$ cat src/rtl/prog_clk_divider.sv
// prog_clk_divider
//   Programmable divider / tick generator. A WIDTH-bit counter runs 0..div_q and
//   fires an event every div_q+1 enabled cycles. Each event produces a registered
//   one-cycle pulse on tick and toggles the square wave on out. Supports runtime
//   divisor load, count enable and a one-shot mode armed by start.
//
// Ports
//   clk     in   1      system clock, all logic on posedge
//   reset   in   1      synchronous, active-high, highest priority
//   en      in   1      count enable; 0 freezes count and out, tick=0
//   load    in   1      capture div_in into the divisor register, clear count
//   div_in  in   WIDTH  new terminal count
//   mode    in   1      0 = continuous, 1 = one-shot
//   start   in   1      one-shot arm/restart pulse, ignored when mode=0
//   out     out  1      square wave, toggles on every event
//   tick    out  1      one-cycle pulse per event
//   busy    out  1      one-shot armed and counting
//   count   out  WIDTH  current counter value
module prog_clk_divider #(
    parameter int unsigned          WIDTH       = 32,
    parameter logic [WIDTH-1:0]     DEFAULT_DIV = WIDTH'(50000000)
) (
    input  logic             clk,
    input  logic             reset,
    input  logic             en,
    input  logic             load,
    input  logic [WIDTH-1:0] div_in,
    input  logic             mode,
    input  logic             start,
    output logic             out,
    output logic             tick,
    output logic             busy,
    output logic [WIDTH-1:0] count
);

    logic [WIDTH-1:0] div_q;

    logic [WIDTH-1:0] div_n;
    logic [WIDTH-1:0] count_n;
    logic             out_n;
    logic             tick_n;
    logic             busy_n;
    logic             run;

    // In one-shot mode the counter only advances while armed; with busy=0 it
    // simply freezes, so a mode switch never loses the current count.
    assign run = en && (!mode || busy);

    always_comb begin
        div_n   = div_q;
        count_n = count;
        out_n   = out;
        tick_n  = 1'b0;
        busy_n  = busy;

        if (load) begin
            // Clearing count here keeps count <= div_q even when shrinking the
            // divisor, and swallows any event that was due on this edge.
            div_n   = div_in;
            count_n = '0;
        end else if (start && mode) begin
            busy_n  = 1'b1;
            count_n = '0;
        end else if (run) begin
            if (count == div_q) begin
                count_n = '0;
                tick_n  = 1'b1;
                out_n   = ~out;
                if (mode) begin
                    busy_n = 1'b0;
                end
            end else begin
                count_n = count + WIDTH'(1);
            end
        end
    end

    always_ff @(posedge clk) begin
        if (reset) begin
            div_q <= DEFAULT_DIV;
            count <= '0;
            out   <= 1'b0;
            tick  <= 1'b0;
            busy  <= 1'b0;
        end else begin
            div_q <= div_n;
            count <= count_n;
            out   <= out_n;
            tick  <= tick_n;
            busy  <= busy_n;
        end
    end

endmodule

$ cat config.mk
export PLATFORM = sky130hd
export DESIGN_NAME = prog_clk_divider
export DESIGN_NICKNAME = d
export VERILOG_FILES = /design/src/rtl/prog_clk_divider.sv
export SDC_FILE = /design/constraint.sdc
export NUM_CORES = 1
export LEC_CHECK = 0
export ABC_AREA = 1
export ABC_CLOCK_PERIOD_IN_PS = 2100
export CORE_MARGIN = 4
export CORE_UTILIZATION = 51
export DETAILED_ROUTE_END_ITERATION = 8
export HOLD_SLACK_MARGIN = 0.03
export PLACE_DENSITY = 0.8
export SYNTH_ARGS = -nofsm -noshare
export SYNTH_HDL_FRONTEND = slang
export SYNTH_SLANG_ARGS = --single-unit
$ cat constraint.sdc
create_clock -name clk -period 2.1 [get_ports clk]
set_clock_uncertainty 0.05 [all_clocks]
set_input_delay 0.525 -clock clk [delete_from_list [all_inputs] [get_ports clk]]
set_output_delay 0.525 -clock clk [all_outputs]
set_load 0.01 [all_outputs]
==> metrics.yaml <==
busiest_layer: "met2"
nets: 623
grt_pass1_vias: 3195
post_drt_wl_per_cell_microns: 13.4
root_buffer: "clkbuf_8"
synth_top_area_share: 0.391
wl_microns: 8920
vias_per_cell: 5.07
dieArea_sq_um: 8110
min_to: "div_q[18]$_SDFFE_PP0P_"
syn_area_sq_um: 3430
start_util: 0.532
hold_viol_final: 0
ys_top_cells_by_count: "nand2_1, nor2_1, dfxtp_1"
status: "finished, final reports clean"
yosysWarningCount: 0
synth.most_common_cell: "nand2_1"
max_freq_ghz: 0.491
rsz0062_at_grt: "no"
tightest_slew_ns: 0.467
synth_top_area_cell: "dfxtp_1"
cts_buffer_depth: 2
fp-row-count: 29
yosysUniqueCellTypes: 35
max-vdd-ir-drop_mv: 0.438
synth-edff-count: 0
maxSlewViolCount: 0
cpMaxStageDelayCell: "clkdlybuf4s50_1"
clkSinkCount: 67
drc: 0
antenna_found_initial: 0
grt_pass1_wl_microns: 14600
critPathArrivalTime_ns: 1.46
cts_buffers: 9
grt_max_degree: 33
required_ns: 1.52
grt_util_met3: 0.0484
p_per_area_nw_per_um2: 577
drt_iter0_markers: 189
cts_setup_buffers: 0
ff2ff_path_depth: 7
dp_hpwl_microns: 6850
syn_area_per_cell_sq_um: 6.90
reg2reg_slack_ns: 0.15
async_reset_ff_frac: 0
num_io_pins: 73
syn-num-nets: 537
drive_above_1_share: 0.0968
core-area_sq_um: 6460
track_usage: 0.221
cp_max_fo: 4
met1_usage: 0.273
grt.met2_usage: 0.375
r2r-start: "count[12]$_SDFFE_PP0N_"
synth_cells: 498
fin_setup_tns_ns: 0
p_leak_nw: 1.77
htree_levels: 3
hold_depth: 2
clk_latency_ns: 0.35
cp-end-kind: "output pin"
r2r-end: "count[31]$_SDFFE_PP0N_"
hp-class: "reg -> reg"
max_cap_viol_count: 0
cts.reportedPaths.clkPinSlew_ns: 0.07
die_h_microns: 90.1
period_needed_ns: 2.04
gp_congestion: 0.875
worstPathCellList: "buf_4 -> clkdlybuf4s50_1"
vias: 3376
cts_tree: "built"
ys_top_cells_by_area: "dfxtp_1, nand2_1, nor2_1"
synth_ff_type: "dfxtp_1"
syn2layout_area_growth_pct: 30.9
ant_nets: 0
placed_area_sq_um: 4310
startpoint_type: "flop"
seq_area_frac_synth: 0.391
setup_violations: 0
die_x_microns: 90.1
numPortBuffers: 72
first_pass_iters: 5
cp_slowest_stage_delay_ns: 0.53
critPathKind: "reg -> out"
slew-limit-headroom: 0.686
synth-seq-cells: 67
design_area_sq_um: 4490
antenna_cells: 0
gr-total-overflow: 0
min_period_over_period: 0.971
hp-start: "div_q[18]$_SDFFE_PP0P_"
-- worst max path at each step --
stage | startpoint | endpoint | slack (ns) | cells past startpoint
floorplan | count[0]$_SDFFE_PP0N_ | count[22]$_SDFFE_PP0N_ | 0.46 | 10
global placement | mode | count[14]$_SDFFE_PP0N_ | -0.09 | 11
detailed placement | mode | count[14]$_SDFFE_PP0N_ | -0.20 | 11
CTS | count[3]$_SDFFE_PP0N_ | count[3] | 0.05 | 2
global route | count[14]$_SDFFE_PP0N_ | count[14] | 0.006 | 1
finish | count[3]$_SDFFE_PP0N_ | count[3] | 0.06 | 2
-- cells in the final DEF, fill, tap and decap left out, types with 2 or more instances in the layout --
| cell type | n |
|---|---|
| clkinvlp_4 | 2 |
| nor2_4 | 2 |
| clkinv_2 | 2 |
| xor2_1 | 20 |
| inv_2 | 5 |
| o21ai_0 | 29 |
| xnor2_1 | 15 |
| inv_1 | 56 |
| nand2_1 | 115 |
| clkdlybuf4s50_1 | 72 |
| nand4_1 | 5 |
| nand2_2 | 3 |
| nor3b_2 | 4 |
| a21oi_1 | 24 |
| nor3_1 | 9 |
| nor2_1 | 85 |
| nand3_1 | 25 |
| nor3_2 | 4 |
| dfxtp_1 | 67 |
| buf_4 | 18 |
| clkbuf_8 | 11 |
-- final cells by class --
| class | count | area [sq um] |
|---|---|---|
| Sequential cell | 67 | 1340 |
| Inverter | 62 | 233 |
| Multi-Input combinational cell | 354 | 1790 |
| Timing Repair Buffer | 90 | 856 |
| Fill cell | 555 | 1960 |
| Tap cell | 77 | 96.3 |
| Clock inverter | 4 | 25.0 |
| Clock buffer | 12 | 155 |
-- metal layers --
metal | vias to the layer above | part of all wire
met1 | 1511 | 0.44
met5 | - | 0
li1 | 1721 | -
met4 | 0 | 0.017
met3 | 17 | 0.059
met2 | 127 | 0.49
-- cells by family after synthesis --
group / share of synthesized area
DFF: 0.391
AOI/OAI and AO/OA: 0.0852
adders and majority gates: 0.00364
buffers and inverters: 0.0914
and+or+nand+nor: 0.340
xor gates and xnor gates: 0.0893
-- flip-flops by register name, summed over array words and instances (netlist names) --
signal,flops
count,32
div_q,32
busy,1
tick,1
out,1
-- worst max-delay path, delay by kind of cell, from the launching register on --
| kind | cells | cell delay, ns |
|---|---|---|
| buffers and inverters | 2 | 0.70 |
| DFF | 1 | 0.41 |
-- per-stage QoR --
stage	worst slack [ns]	hold WS [ns]	utilization	power [W]	std cells
after floorplan	0.458	0.395	-	0.00151	498
after global placement	-0.0895	0.405	0.667	0.00163	650
after detailed placement	-0.199	0.413	0.667	0.00164	650
after CTS	0.0452	0.424	0.694	0.00260	666
after global routing	0.00582	0.444	0.696	0.00269	666
final	0.0616	0.424	0.696	0.00259	666
-- power by group --
| group | switching [W] | internal [W] | total, W |
|---|---|---|---|
| clock | 0.000494 | 0.000489 | 0.000983 |
| combinational | 0.000132 | 0.000136 | 0.000267 |
| sequential | 0.0000269 | 0.00132 | 0.00134 |
-- repair_timing --
item,4_1_cts,5_1_grt
gates resized for setup,0,1
hold buffers,0,0
setup endpoints to repair,0,18
Power figures use the tool's default switching activity.
